$ cat src/rtl/mqueue_rf_pkg.sv
// mqueue_rf_pkg: shared, parameter-independent definitions for the
// multi-channel register-file queue.
//   err_cause_e  : classification of the event that sets the sticky error
//   af_thresh_ok : legality check for the almost-full threshold
package mqueue_rf_pkg;

   typedef enum logic [1:0] {
      ERR_NONE      = 2'd0,
      ERR_PUSH_FULL = 2'd1,
      ERR_POP_EMPTY = 2'd2
   } err_cause_e;

   // A threshold is meaningful only between 1 and the per-channel depth.
   function automatic bit af_thresh_ok(input int af, input int depth);
      return (af >= 1) && (af <= depth);
   endfunction

endpackage

$ cat src/rtl/mqueue_rf_if.sv
// mqueue_rf_if: push/pop/flush request bundle and status returned by
// mqueue_rf.
//   master : drives i_push/i_push_ch/i_push_dat, i_pop/i_pop_ch and i_flush;
//            observes the pop result and per-channel status
//   slave  : the queue itself
interface mqueue_rf_if #(
   parameter int W = 32,
   parameter int C = 4
);
   localparam int CH_W = (C > 1) ? $clog2(C) : 1;

   logic            i_push;
   logic [CH_W-1:0] i_push_ch;
   logic [W-1:0]    i_push_dat;
   logic            i_pop;
   logic [CH_W-1:0] i_pop_ch;
   logic [C-1:0]    i_flush;
   logic            o_pop_vld;
   logic [CH_W-1:0] o_pop_ch;
   logic [W-1:0]    o_pop_dat;
   logic [C-1:0]    o_full_w;
   logic [C-1:0]    o_empty_w;
   logic [C-1:0]    o_afull_w;
   logic            o_err;

   modport master (
      output i_push, i_push_ch, i_push_dat, i_pop, i_pop_ch, i_flush,
      input  o_pop_vld, o_pop_ch, o_pop_dat, o_full_w, o_empty_w, o_afull_w, o_err
   );

   modport slave (
      input  i_push, i_push_ch, i_push_dat, i_pop, i_pop_ch, i_flush,
      output o_pop_vld, o_pop_ch, o_pop_dat, o_full_w, o_empty_w, o_afull_w, o_err
   );
endinterface

$ cat src/rtl/mqueue_rf_ch_cntrl.sv
// mqueue_rf_ch_cntrl: pointer pair and status for one channel of mqueue_rf.
//   i_push/i_pop : requests already decoded to this channel
//   i_flush      : resets both pointers, overriding push/pop
//   o_*_ok       : request accepted this cycle
//   o_*_err      : request rejected because of full/empty (not flush)
//   o_wr_lo/o_rd_lo : pointer bits used as the in-region array offset
//   o_full/o_empty/o_afull : status from current pointers
module mqueue_rf_ch_cntrl #(
   parameter int D         = 4,
   parameter int AF_THRESH = 3
) (
   input  logic                 clk,
   input  logic                 arst_n,
   input  logic                 i_push,
   input  logic                 i_pop,
   input  logic                 i_flush,
   output logic                 o_push_ok,
   output logic                 o_pop_ok,
   output logic                 o_push_err,
   output logic                 o_pop_err,
   output logic [$clog2(D)-1:0] o_wr_lo,
   output logic [$clog2(D)-1:0] o_rd_lo,
   output logic                 o_full,
   output logic                 o_empty,
   output logic                 o_afull
);
   localparam int PTR_W = $clog2(D) + 1;

   logic [PTR_W-1:0] wr_q, wr_d, rd_q, rd_d, occ;

   // One extra MSB distinguishes full from empty when the offsets match.
   assign o_empty = (wr_q == rd_q);
   assign o_full  = (wr_q[PTR_W-2:0] == rd_q[PTR_W-2:0]) && (wr_q[PTR_W-1] != rd_q[PTR_W-1]);
   assign occ     = wr_q - rd_q;
   assign o_afull = (occ >= PTR_W'(AF_THRESH));

   assign o_push_ok  = i_push && !o_full  && !i_flush;
   assign o_pop_ok   = i_pop  && !o_empty && !i_flush;
   assign o_push_err = i_push &&  o_full  && !i_flush;
   assign o_pop_err  = i_pop  &&  o_empty && !i_flush;

   assign o_wr_lo = wr_q[PTR_W-2:0];
   assign o_rd_lo = rd_q[PTR_W-2:0];

   always_comb begin
      wr_d = wr_q;
      rd_d = rd_q;
      if (i_flush) begin
         wr_d = '0;
         rd_d = '0;
      end else begin
         if (o_push_ok) wr_d = wr_q + 1'b1;
         if (o_pop_ok)  rd_d = rd_q + 1'b1;
      end
   end

   always_ff @(posedge clk or negedge arst_n) begin
      if (!arst_n) begin
         wr_q <= '0;
         rd_q <= '0;
      end else begin
         wr_q <= wr_d;
         rd_q <= rd_d;
      end
   end
endmodule

$ cat src/rtl/rf.sv
// rf: N x W register file, one synchronous write port and one asynchronous
// read port. Contents are not reset.
//   clk     : clock
//   i_we    : write enable
//   i_waddr : write address
//   i_wdata : write data
//   i_raddr : read address
//   o_rdata : read data, combinational from i_raddr
module rf #(
   parameter int W = 32,
   parameter int N = 16
) (
   input  logic                 clk,
   input  logic                 i_we,
   input  logic [$clog2(N)-1:0] i_waddr,
   input  logic [W-1:0]         i_wdata,
   input  logic [$clog2(N)-1:0] i_raddr,
   output logic [W-1:0]         o_rdata
);
   logic [W-1:0] mem_q [N];

   always_ff @(posedge clk) begin
      if (i_we) mem_q[i_waddr] <= i_wdata;
   end

   assign o_rdata = mem_q[i_raddr];
endmodule

$ cat src/rtl/mqueue_rf.sv
// mqueue_rf: C independent FIFOs sharing one N-entry register file, each
// channel owning a fixed D = N/C region. One push and one pop per cycle to
// any channel; pop data is registered (1-cycle latency).
//   clk    : clock
//   arst_n : asynchronous active-low reset
//   q      : request/status bundle (slave side), see mqueue_rf_if
module mqueue_rf
   import mqueue_rf_pkg::*;
#(
   parameter int N         = 16,
   parameter int W         = 32,
   parameter int C         = 4,
   parameter int AF_THRESH = 3
) (
   input  logic      clk,
   input  logic      arst_n,
   mqueue_rf_if.slave q
);
   localparam int D      = N / C;
   localparam int CH_W   = (C > 1) ? $clog2(C) : 1;
   localparam int LO_W   = $clog2(D);
   localparam int ADDR_W = $clog2(N);
   // An illegal threshold is clamped to the channel depth.
   localparam int AF_EFF = af_thresh_ok(AF_THRESH, D) ? AF_THRESH : D;

   logic [C-1:0]            push_ok, pop_ok, push_err, pop_err;
   logic [C-1:0][LO_W-1:0]  wr_lo, rd_lo;
   logic [ADDR_W-1:0]       waddr, raddr;
   logic [W-1:0]            rdata;
   err_cause_e              err_cause;

   logic                    pop_vld_d, pop_vld_q;
   logic [CH_W-1:0]         pop_ch_d,  pop_ch_q;
   logic [W-1:0]            pop_dat_d, pop_dat_q;
   logic                    err_d,     err_q;

   function automatic logic [ADDR_W-1:0] phys_addr(input logic [CH_W-1:0] ch,
                                                   input logic [LO_W-1:0] lo);
      return (ADDR_W'(ch) << LO_W) | ADDR_W'(lo);
   endfunction

   for (genvar g = 0; g < C; g++) begin : g_ch
      mqueue_rf_ch_cntrl #(.D(D), .AF_THRESH(AF_EFF)) u_ch (
         .clk        (clk),
         .arst_n     (arst_n),
         .i_push     (q.i_push && (q.i_push_ch == CH_W'(g))),
         .i_pop      (q.i_pop  && (q.i_pop_ch  == CH_W'(g))),
         .i_flush    (q.i_flush[g]),
         .o_push_ok  (push_ok[g]),
         .o_pop_ok   (pop_ok[g]),
         .o_push_err (push_err[g]),
         .o_pop_err  (pop_err[g]),
         .o_wr_lo    (wr_lo[g]),
         .o_rd_lo    (rd_lo[g]),
         .o_full     (q.o_full_w[g]),
         .o_empty    (q.o_empty_w[g]),
         .o_afull    (q.o_afull_w[g])
      );
   end

   assign waddr = phys_addr(q.i_push_ch, wr_lo[q.i_push_ch]);
   assign raddr = phys_addr(q.i_pop_ch,  rd_lo[q.i_pop_ch]);

   rf #(.W(W), .N(N)) u_rf (
      .clk     (clk),
      .i_we    (|push_ok),
      .i_waddr (waddr),
      .i_wdata (q.i_push_dat),
      .i_raddr (raddr),
      .o_rdata (rdata)
   );

   always_comb begin
      pop_vld_d = |pop_ok;
      pop_ch_d  = pop_vld_d ? q.i_pop_ch : pop_ch_q;
      pop_dat_d = pop_vld_d ? rdata      : pop_dat_q;
      err_cause = ERR_NONE;
      if (|push_err)     err_cause = ERR_PUSH_FULL;
      else if (|pop_err) err_cause = ERR_POP_EMPTY;
      err_d = err_q || (err_cause != ERR_NONE);
   end

   always_ff @(posedge clk or negedge arst_n) begin
      if (!arst_n) begin
         pop_vld_q <= 1'b0;
         pop_ch_q  <= '0;
         pop_dat_q <= '0;
         err_q     <= 1'b0;
      end else begin
         pop_vld_q <= pop_vld_d;
         pop_ch_q  <= pop_ch_d;
         pop_dat_q <= pop_dat_d;
         err_q     <= err_d;
      end
   end

   assign q.o_pop_vld = pop_vld_q;
   assign q.o_pop_ch  = pop_ch_q;
   assign q.o_pop_dat = pop_dat_q;
   assign q.o_err     = err_q;
endmodule

$ cat src/flat_wrapper.sv
// flat-port wrapper written by rule: the top's interface ports become plain ports
module mqueue_rf_flat import mqueue_rf_pkg::*;
#(
   parameter int N         = 16,
   parameter int W         = 32,
   parameter int C         = 4,
   parameter int AF_THRESH = 3
)
  (clk, arst_n, q_i_push, q_i_push_ch, q_i_push_dat, q_i_pop, q_i_pop_ch, q_i_flush, q_o_pop_vld, q_o_pop_ch, q_o_pop_dat, q_o_full_w, q_o_empty_w, q_o_afull_w, q_o_err);
  mqueue_rf_if #(.W(W), .C(C)) q_i ();
  input  logic clk;
  input  logic arst_n;
  input wire logic [$bits(q_i.i_push)-1:0] q_i_push;
  input wire logic [$bits(q_i.i_push_ch)-1:0] q_i_push_ch;
  input wire logic [$bits(q_i.i_push_dat)-1:0] q_i_push_dat;
  input wire logic [$bits(q_i.i_pop)-1:0] q_i_pop;
  input wire logic [$bits(q_i.i_pop_ch)-1:0] q_i_pop_ch;
  input wire logic [$bits(q_i.i_flush)-1:0] q_i_flush;
  output wire logic [$bits(q_i.o_pop_vld)-1:0] q_o_pop_vld;
  output wire logic [$bits(q_i.o_pop_ch)-1:0] q_o_pop_ch;
  output wire logic [$bits(q_i.o_pop_dat)-1:0] q_o_pop_dat;
  output wire logic [$bits(q_i.o_full_w)-1:0] q_o_full_w;
  output wire logic [$bits(q_i.o_empty_w)-1:0] q_o_empty_w;
  output wire logic [$bits(q_i.o_afull_w)-1:0] q_o_afull_w;
  output wire logic [$bits(q_i.o_err)-1:0] q_o_err;
  assign q_i.i_push = q_i_push;
  assign q_i.i_push_ch = q_i_push_ch;
  assign q_i.i_push_dat = q_i_push_dat;
  assign q_i.i_pop = q_i_pop;
  assign q_i.i_pop_ch = q_i_pop_ch;
  assign q_i.i_flush = q_i_flush;
  assign q_o_pop_vld = q_i.o_pop_vld;
  assign q_o_pop_ch = q_i.o_pop_ch;
  assign q_o_pop_dat = q_i.o_pop_dat;
  assign q_o_full_w = q_i.o_full_w;
  assign q_o_empty_w = q_i.o_empty_w;
  assign q_o_afull_w = q_i.o_afull_w;
  assign q_o_err = q_i.o_err;
  mqueue_rf #(.N(N), .W(W), .C(C), .AF_THRESH(AF_THRESH)) u_core (.clk(clk), .arst_n(arst_n), .q(q_i));
endmodule
$ cat config.mk
export PLATFORM = sky130hd
export DESIGN_NAME = mqueue_rf_flat
export DESIGN_NICKNAME = d
export VERILOG_FILES = /design/src/rtl/mqueue_rf_pkg.sv /design/src/rtl/mqueue_rf_if.sv /design/src/rtl/mqueue_rf_ch_cntrl.sv /design/src/rtl/rf.sv /design/src/rtl/mqueue_rf.sv /design/src/flat_wrapper.sv
export SDC_FILE = /design/constraint.sdc
export NUM_CORES = 1
export LEC_CHECK = 0
export BUFFER_PORTS_ARGS = -buffer_cell sky130_fd_sc_hd__buf_2
export CAP_MARGIN = 20
export CORE_ASPECT_RATIO = 0.8
export CORE_UTILIZATION = 30
export DETAILED_ROUTE_END_ITERATION = 10
export GPL_ROUTABILITY_DRIVEN = 0
export SETUP_SLACK_MARGIN = 0.3
export SLEW_MARGIN = 20
export SYNTH_ARGS = -nofsm -noshare
export SYNTH_HDL_FRONTEND = slang
export SYNTH_SLANG_ARGS = --single-unit
$ cat constraint.sdc
create_clock -name clk -period 5.4 [get_ports clk]
set_input_delay 1.08 -clock clk [delete_from_list [all_inputs] [get_ports clk]]
set_output_delay 1.08 -clock clk [all_outputs]
set_load 0.03 [all_outputs]
==> metrics.txt, run 1 <==
# TYPE chip_impl_metric gauge
chip_impl_info{name="outcome",value="finished clean"} 1
chip_impl_metric{name="ctsResizeCount",unit=""} 0
chip_impl_metric{name="post_route_setup_tns",unit="ps"} 0
chip_impl_metric{name="cts_made_buffers",unit=""} 58
chip_impl_metric{name="design.final.nets",unit=""} 1522
chip_impl_metric{name="hold_buffers",unit=""} 0
chip_impl_metric{name="synth_top_area_frac",unit=""} 0.662
chip_impl_metric{name="std_cell_rows",unit=""} 90
chip_impl_info{name="cts.root.buffer_cell",value="clkbuf_16"} 1
chip_impl_metric{name="avgSynthCellArea",unit="sq um"} 17.2
chip_impl_metric{name="floorplan.die.width",unit="um"} 313
chip_impl_metric{name="multi_input_area",unit="sq mm"} 0.00585
chip_impl_metric{name="worst_pin_slew",unit="ps"} 1120
chip_impl_metric{name="routed_wire_length_per_instance",unit="um"} 22.0
chip_impl_info{name="worstHoldPathType",value="in -> async"} 1
chip_impl_info{name="synthFlopType",value="edfxtp_1"} 1
chip_impl_metric{name="route.vias.total",unit=""} 12200
chip_impl_metric{name="grt_max_degree",unit=""} 56
chip_impl_metric{name="htree_num_levels",unit=""} 2
chip_impl_metric{name="port-buffer-count",unit=""} 91
chip_impl_metric{name="synth.net_count",unit=""} 1416
chip_impl_metric{name="timing.final.crit_share",unit=""} 0.685
chip_impl_metric{name="antenna_violating_nets_post_route",unit=""} 0
chip_impl_metric{name="flops_latches_synth",unit=""} 572
chip_impl_metric{name="placeableCoreArea",unit="sq mm"} 0.0760
chip_impl_metric{name="die_h",unit="um"} 251
chip_impl_metric{name="antenna_found_initial",unit=""} 6
chip_impl_metric{name="grt_usage",unit=""} 0.141
chip_impl_metric{name="clk_skew",unit="ps"} 17.3
chip_impl_metric{name="detailed_place_hpwl",unit="um"} 31400
chip_impl_metric{name="syn2layout_area_growth",unit="%"} 15.3
chip_impl_metric{name="max_cap_viol_count",unit=""} 0
chip_impl_metric{name="power.static_leakage",unit="nW"} 8.57
chip_impl_metric{name="slew_violations",unit=""} 0
chip_impl_metric{name="setup_violations",unit=""} 0
chip_impl_metric{name="fillerInstances",unit=""} 7126
chip_impl_metric{name="timing.slew.headroom",unit=""} 0.248
chip_impl_metric{name="pd_cells",unit="mW/mm^2"} 369
chip_impl_metric{name="critical_path_peak_fanout",unit=""} 55
chip_impl_metric{name="start_util",unit=""} 0.306
chip_impl_info{name="synthDominantAreaCellType",value="edfxtp_1"} 1
chip_impl_metric{name="post_cts.repair.setup_buffers",unit=""} 0
chip_impl_info{name="timing.critical_path.to_type",value="flip-flop"} 1
chip_impl_metric{name="synth_enable_flop_cells",unit=""} 512
chip_impl_metric{name="clock_insertion_delay_worst_skew",unit="ps"} 610
chip_impl_info{name="post_synth_main_area_contributors",value="edfxtp_1, mux2i_1, dfrtp_1, mux2_2, buf_4"} 1
chip_impl_metric{name="via_density_per_instance",unit=""} 4.83
chip_impl_metric{name="cts.reportedPaths.clkPinSlew",unit="ps"} 60
chip_impl_metric{name="ctsLongestPathBuffers",unit=""} 3
chip_impl_metric{name="antennaDiodeCount",unit=""} 0
chip_impl_info{name="setup_repair_after_global_routing_missed_its_margin",value="false"} 1
chip_impl_metric{name="cts_sinks",unit=""} 572
chip_impl_info{name="tritoncts_clock_tree",value="done"} 1
chip_impl_metric{name="fmaxAchievable",unit="MHz"} 270
chip_impl_metric{name="design.die.area",unit="sq mm"} 0.0785
chip_impl_metric{name="routed_wirelength",unit="um"} 55400
chip_impl_metric{name="first_pass_iters",unit=""} 5
chip_impl_metric{name="ir_drop",unit="uV"} 192
chip_impl_metric{name="async_flop_share",unit=""} 0.105
chip_impl_metric{name="first_iter_violations",unit=""} 990
chip_impl_metric{name="hold_viol",unit=""} 0
chip_impl_metric{name="sequential_cell_area",unit="sq mm"} 0.0169
chip_impl_metric{name="netlist_area_before_placement",unit="sq mm"} 0.0232
chip_impl_metric{name="grt_pass1_wl",unit="um"} 82000
chip_impl_metric{name="synth-warning-count",unit=""} 0
chip_impl_metric{name="ios",unit=""} 92
chip_impl_info{name="criticalPathCategory",value="in -> reg"} 1
chip_impl_metric{name="drive_gt1_frac",unit=""} 0.190
chip_impl_metric{name="post-route-drc-count",unit=""} 0
chip_impl_metric{name="critPathArrivalTime",unit="ps"} 4250
chip_impl_metric{name="first_global_vias",unit=""} 12500
chip_impl_info{name="yosys.cell_count.top_type",value="edfxtp_1"} 1
chip_impl_metric{name="synthesized_netlist_cell_count",unit=""} 1352
chip_impl_info{name="worst_setup_path_start_kind",value="primary input"} 1
chip_impl_metric{name="timing.final.crit_period",unit="ps"} 3700
chip_impl_info{name="synth_common_cells",value="edfxtp_1, mux2i_1, dfrtp_1"} 1
chip_impl_metric{name="grt_remaining_overflow",unit=""} 0
chip_impl_metric{name="sequential_element_share_of_the_synthesized_area",unit=""} 0.727
chip_impl_metric{name="yosys.cell_types.count",unit=""} 51
chip_impl_metric{name="cp_required",unit="ps"} 5950
chip_impl_metric{name="hold-worst-slack",unit="ps"} 403
## flip-flops by register name, indices dropped and copies added, names as in the netlist
signal	flops
u_core.q.o_pop_ch	2
u_core.u_rf.mem_q	512
u_core.g_ch.u_ch.rd_q	12
u_core.q.o_pop_vld	1
u_core.q.o_err	1
u_core.q.o_pop_dat	32
u_core.g_ch.u_ch.wr_q	12
## cell usage in the layout, fill, tap and decap left out, types with 12 or more instances in the layout
| cell | instances |
|---|---|
| a22oi_1 | 17 |
| buf_2 | 90 |
| buf_4 | 37 |
| clkbuf_1 | 12 |
| clkbuf_16 | 58 |
| clkinv_1 | 12 |
| dfrtp_1 | 60 |
| edfxtp_1 | 512 |
| ha_1 | 16 |
| inv_1 | 28 |
| mux2_2 | 37 |
| mux2i_1 | 292 |
| nand2_1 | 30 |
| nor2_1 | 41 |
| nor3_2 | 12 |
| o21ai_0 | 39 |
| o221ai_1 | 23 |
| o22ai_1 | 31 |
| xnor2_1 | 18 |
## report_power, final
part / internal [W] / switching [W] / leakage (nW)
Combinational: 0.000218 / 0.000600 / 2.26
Clock: 0.00233 / 0.00163 / 0.924
Sequential: 0.00498 / 0.000111 / 5.39
Total: 0.00753 / 0.00234 / 8.57
## final timing paths
check | from | endpoint | slack [ps] | cells past startpoint
hold / removal | arst_n | u_core.q.o_pop_dat[2] | 400 | 1
max in group asynchronous | arst_n | u_core.q.o_pop_dat[31] | 3930 | 2
min in group clk | u_core.q.o_err | u_core.q.o_err | 470 | 1
setup reg to reg | u_core.g_ch[0].u_ch.rd_q[1] | u_core.q.o_pop_dat[3] | 2180 | 8
setup / recovery | q_i_pop_ch[0] | u_core.q.o_pop_dat[18] | 1700 | 7
hold reg to reg | u_core.q.o_err | u_core.q.o_err | 470 | 1
## layer usage
layer	vias to the layer above	part of all wire	track usage
met4	4	0.020	0.0414
met3	84	0.060	0.0268
met5	-	0.00038	0
met2	348	0.46	0.226
li1	5490	-	-
met1	6237	0.46	0.194
## cells by family after synthesis
group | Yosys count | share of synthesized area
flops | 572 | 0.727
mux | 343 | 0.154
compound gates | 162 | 0.0499
simple gates | 117 | 0.0226
buf+inv | 113 | 0.0254
xor+xnor | 25 | 0.00943
fa+ha+maj | 20 | 0.0121
## worst max-delay path, stage by stage
cell and delay, ps:
buf_2 480, mux4_4 1210, buf_4 460, mux2i_1 160
mux2_2 280, a222oi_1 320, mux2_2 200
## final cells by class
| cell class | instances | area share |
|---|---|---|
| repair buffers | 130 | 0.0294 |
| inverters | 29 | 0.00406 |
| clock buffers | 72 | 0.0569 |
| multi-input cells | 667 | 0.219 |
| flip-flops and latches | 572 | 0.630 |
| clock inverters | 36 | 0.0137 |
| well taps | 1012 | 0.0473 |
## per-stage QoR
| step | instances | cell area (sq um) | utilization | setup slack, ps | power [W] |
|---|---|---|---|---|---|
| finish | 2518 | 26800 | 0.352 | 1700 | 0.00987 |
| global route | 2518 | 26800 | 0.352 | 1440 | 0.0102 |
| CTS | 2518 | 26800 | 0.352 | 1720 | 0.00997 |
| detailed placement | 2410 | 24900 | 0.328 | 1080 | 0.00602 |
| global placement | 2410 | 24900 | 0.328 | 1090 | 0.00600 |
| floorplan | 1352 | 23200 | - | 511 | 0.00562 |
No activity file was read; power rests on OpenSTA's default activity.
==> inputs of run 2 (changes only) <==
- clock period: 5.4 -> 3.7 ns (I/O delays scaled with it)
==> metrics.txt, run 2 (synthesis results as in run 1) <==
# TYPE chip_impl_metric gauge
chip_impl_info{name="outcome",value="finished clean"} 1
chip_impl_metric{name="first_iter_violations",unit=""} 824
chip_impl_metric{name="route.vias.total",unit=""} 12300
chip_impl_info{name="worst_setup_path_start_kind",value="flip-flop"} 1
chip_impl_info{name="cts.root.buffer_cell",value="clkbuf_16"} 1
chip_impl_metric{name="routed_wire_length_per_instance",unit="um"} 22.2
chip_impl_metric{name="ctsResizeCount",unit=""} 0
chip_impl_metric{name="clock_insertion_delay_worst_skew",unit="ps"} 620
chip_impl_metric{name="critPathArrivalTime",unit="ps"} 2360
chip_impl_metric{name="htree_num_levels",unit=""} 2
chip_impl_metric{name="floorplan.die.width",unit="um"} 313
chip_impl_info{name="largest-register",value="u_core.u_rf.mem_q"} 1
chip_impl_metric{name="timing.final.crit_share",unit=""} 0.837
chip_impl_metric{name="timing.slew.headroom",unit=""} 0.311
chip_impl_metric{name="syn2layout_area_growth",unit="%"} 17.0
chip_impl_metric{name="grt_pass1_wl",unit="um"} 81900
chip_impl_metric{name="clk_skew",unit="ps"} 16.2
chip_impl_metric{name="cell_internal_pwr",unit="W"} 0.0112
chip_impl_metric{name="grt_remaining_overflow",unit=""} 0
chip_impl_metric{name="utilization",unit=""} 0.357
chip_impl_metric{name="worst_pin_slew",unit="ps"} 1030
chip_impl_metric{name="die_h",unit="um"} 251
chip_impl_metric{name="largest_register_ffs",unit=""} 512
chip_impl_metric{name="crit_path_max_incr_delay",unit="ps"} 520
chip_impl_metric{name="via_density_per_instance",unit=""} 4.88
chip_impl_metric{name="routed_wirelength",unit="um"} 56000
chip_impl_metric{name="port-buffer-count",unit=""} 91
chip_impl_metric{name="placeableCoreArea",unit="sq mm"} 0.0760
chip_impl_metric{name="cts_sinks",unit=""} 572
chip_impl_metric{name="pd_cells",unit="mW/mm^2"} 541
chip_impl_metric{name="ios",unit=""} 92
chip_impl_metric{name="design.die.area",unit="sq mm"} 0.0785
chip_impl_metric{name="sw_frac_of_total",unit=""} 0.237
chip_impl_metric{name="sequentialPowerShare",unit=""} 0.507
chip_impl_metric{name="p_sw",unit="W"} 0.00347
chip_impl_metric{name="ctsLongestPathBuffers",unit=""} 3
chip_impl_metric{name="post-route-drc-count",unit=""} 0
chip_impl_metric{name="slew_violations",unit=""} 0
chip_impl_metric{name="hold_viol",unit=""} 0
chip_impl_metric{name="first_global_vias",unit=""} 12400
chip_impl_metric{name="pre_cts_slack",unit="ps"} 531
chip_impl_info{name="crit_path_cell_trace",value="ha_1 -> inv_1 -> fa_1 -> inv_1 -> o21ai_0 -> buf_2"} 1
chip_impl_info{name="setup_repair_after_global_routing_missed_its_margin",value="false"} 1
chip_impl_metric{name="p_comb_frac",unit=""} 0.082
chip_impl_metric{name="detailed_place_hpwl",unit="um"} 30600
chip_impl_info{name="timing.critical_path.to_type",value="output pin"} 1
chip_impl_metric{name="post_cts.repair.setup_buffers",unit=""} 0
chip_impl_metric{name="ir_drop",unit="uV"} 364
chip_impl_metric{name="timing.reg2reg.setup_slack",unit="ps"} 930
chip_impl_metric{name="power.share.clock",unit=""} 0.411
chip_impl_metric{name="start_util",unit=""} 0.306
chip_impl_metric{name="cts.reportedPaths.clkPinSlew",unit="ps"} 60
chip_impl_metric{name="setup_violations",unit=""} 0
chip_impl_metric{name="postLayoutSetupSlackWorst",unit="ps"} 601
chip_impl_info{name="layout_common_cells",value="edfxtp_1, mux2i_1, buf_2, clkbuf_16, dfrtp_1"} 1
chip_impl_metric{name="cp_required",unit="ps"} 2960
chip_impl_info{name="tritoncts_clock_tree",value="done"} 1
chip_impl_info{name="cell_repeated_most_along_the_worst_path",value="inv_1"} 1
chip_impl_info{name="slowest_stage",value="fa_1"} 1
chip_impl_metric{name="critical_path_peak_fanout",unit=""} 6
chip_impl_metric{name="hold_buffers",unit=""} 0
chip_impl_metric{name="grt_usage",unit=""} 0.141
chip_impl_metric{name="power.static_leakage",unit="nW"} 8.73
chip_impl_metric{name="std_cell_rows",unit=""} 90
chip_impl_metric{name="antenna_found_initial",unit=""} 4
chip_impl_metric{name="drive_gt1_frac",unit=""} 0.195
chip_impl_metric{name="max_cap_viol_count",unit=""} 0
chip_impl_info{name="worstHoldPathType",value="in -> async"} 1
chip_impl_info{name="criticalPathCategory",value="reg -> out"} 1
chip_impl_metric{name="first_pass_iters",unit=""} 5
chip_impl_info{name="final_common_cell",value="edfxtp_1"} 1
chip_impl_metric{name="design.final.nets",unit=""} 1528
chip_impl_metric{name="grt_max_degree",unit=""} 77
chip_impl_metric{name="timing.final.crit_period",unit="ps"} 3100
chip_impl_metric{name="antenna_violating_nets_post_route",unit=""} 0
chip_impl_metric{name="fmaxAchievable",unit="MHz"} 323
chip_impl_metric{name="antennaDiodeCount",unit=""} 0
chip_impl_metric{name="cts_made_buffers",unit=""} 59
-- run 2: changes by cell type in the layout (fill, tap and decap cells not counted), moves of 3 or more --
cell / change
buf_12: +14
nor3_4: +10
clkinv_1: -4
nor3_2: -10
clkbuf_8: +6
clkbuf_1: +5
buf_4: -9
clkinv_2: -3
-- run 2: layout make-up --
cell class	count	area, sq um
Tap cell	1012	1270
Inverter	29	109
Multi-Input combinational cell	667	5920
Clock inverter	27	322
Timing Repair Buffer	135	1000
Sequential cell	572	16900
Clock buffer	85	1680
Fill cell	7126	48800
-- run 2: power groups by stage --
| stage | combinational (W) | clock, W | sequential, W |
|---|---|---|---|
| after global placement | 0.00120 | 0 | 0.00759 |
| final | 0.00120 | 0.00604 | 0.00745 |
| after global routing | 0.00129 | 0.00639 | 0.00747 |
| after floorplan | 0.000344 | 0 | 0.00786 |
| after CTS | 0.00123 | 0.00617 | 0.00746 |
| after detailed placement | 0.00122 | 0 | 0.00759 |
-- run 2: metal layers --
| layer | vias to the layer above | track usage | part of all wire |
|---|---|---|---|
| met5 | - | 0 | 0.00075 |
| met4 | 8 | 0.0329 | 0.017 |
| met3 | 82 | 0.0303 | 0.053 |
| met2 | 284 | 0.229 | 0.47 |
| met1 | 6437 | 0.192 | 0.46 |
| li1 | 5510 | - | - |
-- run 2: per-stage QoR --
stage,area (sq um),power (W),instances,setup TNS [ps],hold slack (ps)
4_1_cts,27200,0.0149,2527,0,312
3_5_place_dp,25200,0.00881,2415,0,456
3_3_place_gp,25200,0.00879,2415,0,457
2_1_floorplan,23300,0.00820,1352,-31100,444
5_1_grt,27200,0.0152,2527,0,345
6_report,27200,0.0147,2527,0,303
-- run 2: worst paths after layout --
check	startpoint	to	cells after the start
min	arst_n	u_core.q.o_pop_dat[2]	1
min reg2reg	u_core.q.o_err	u_core.q.o_err	1
max reg2reg	u_core.g_ch[2].u_ch.rd_q[1]	u_core.u_rf.mem_q[10][17]	7
min in group clk	q_i_flush[2]	u_core.g_ch[2].u_ch.rd_q[2]	2
max in group asynchronous	arst_n	u_core.q.o_pop_dat[15]	1
max	u_core.g_ch[0].u_ch.rd_q[0]	q_o_afull_w[0]	6
-- run 2: critical path: cells and delay by family (launching register included) --
kind	cells	cell delay [ps]
fa+ha+maj	2	720
buf+inv	3	320
compound gates	1	180
flops	1	510
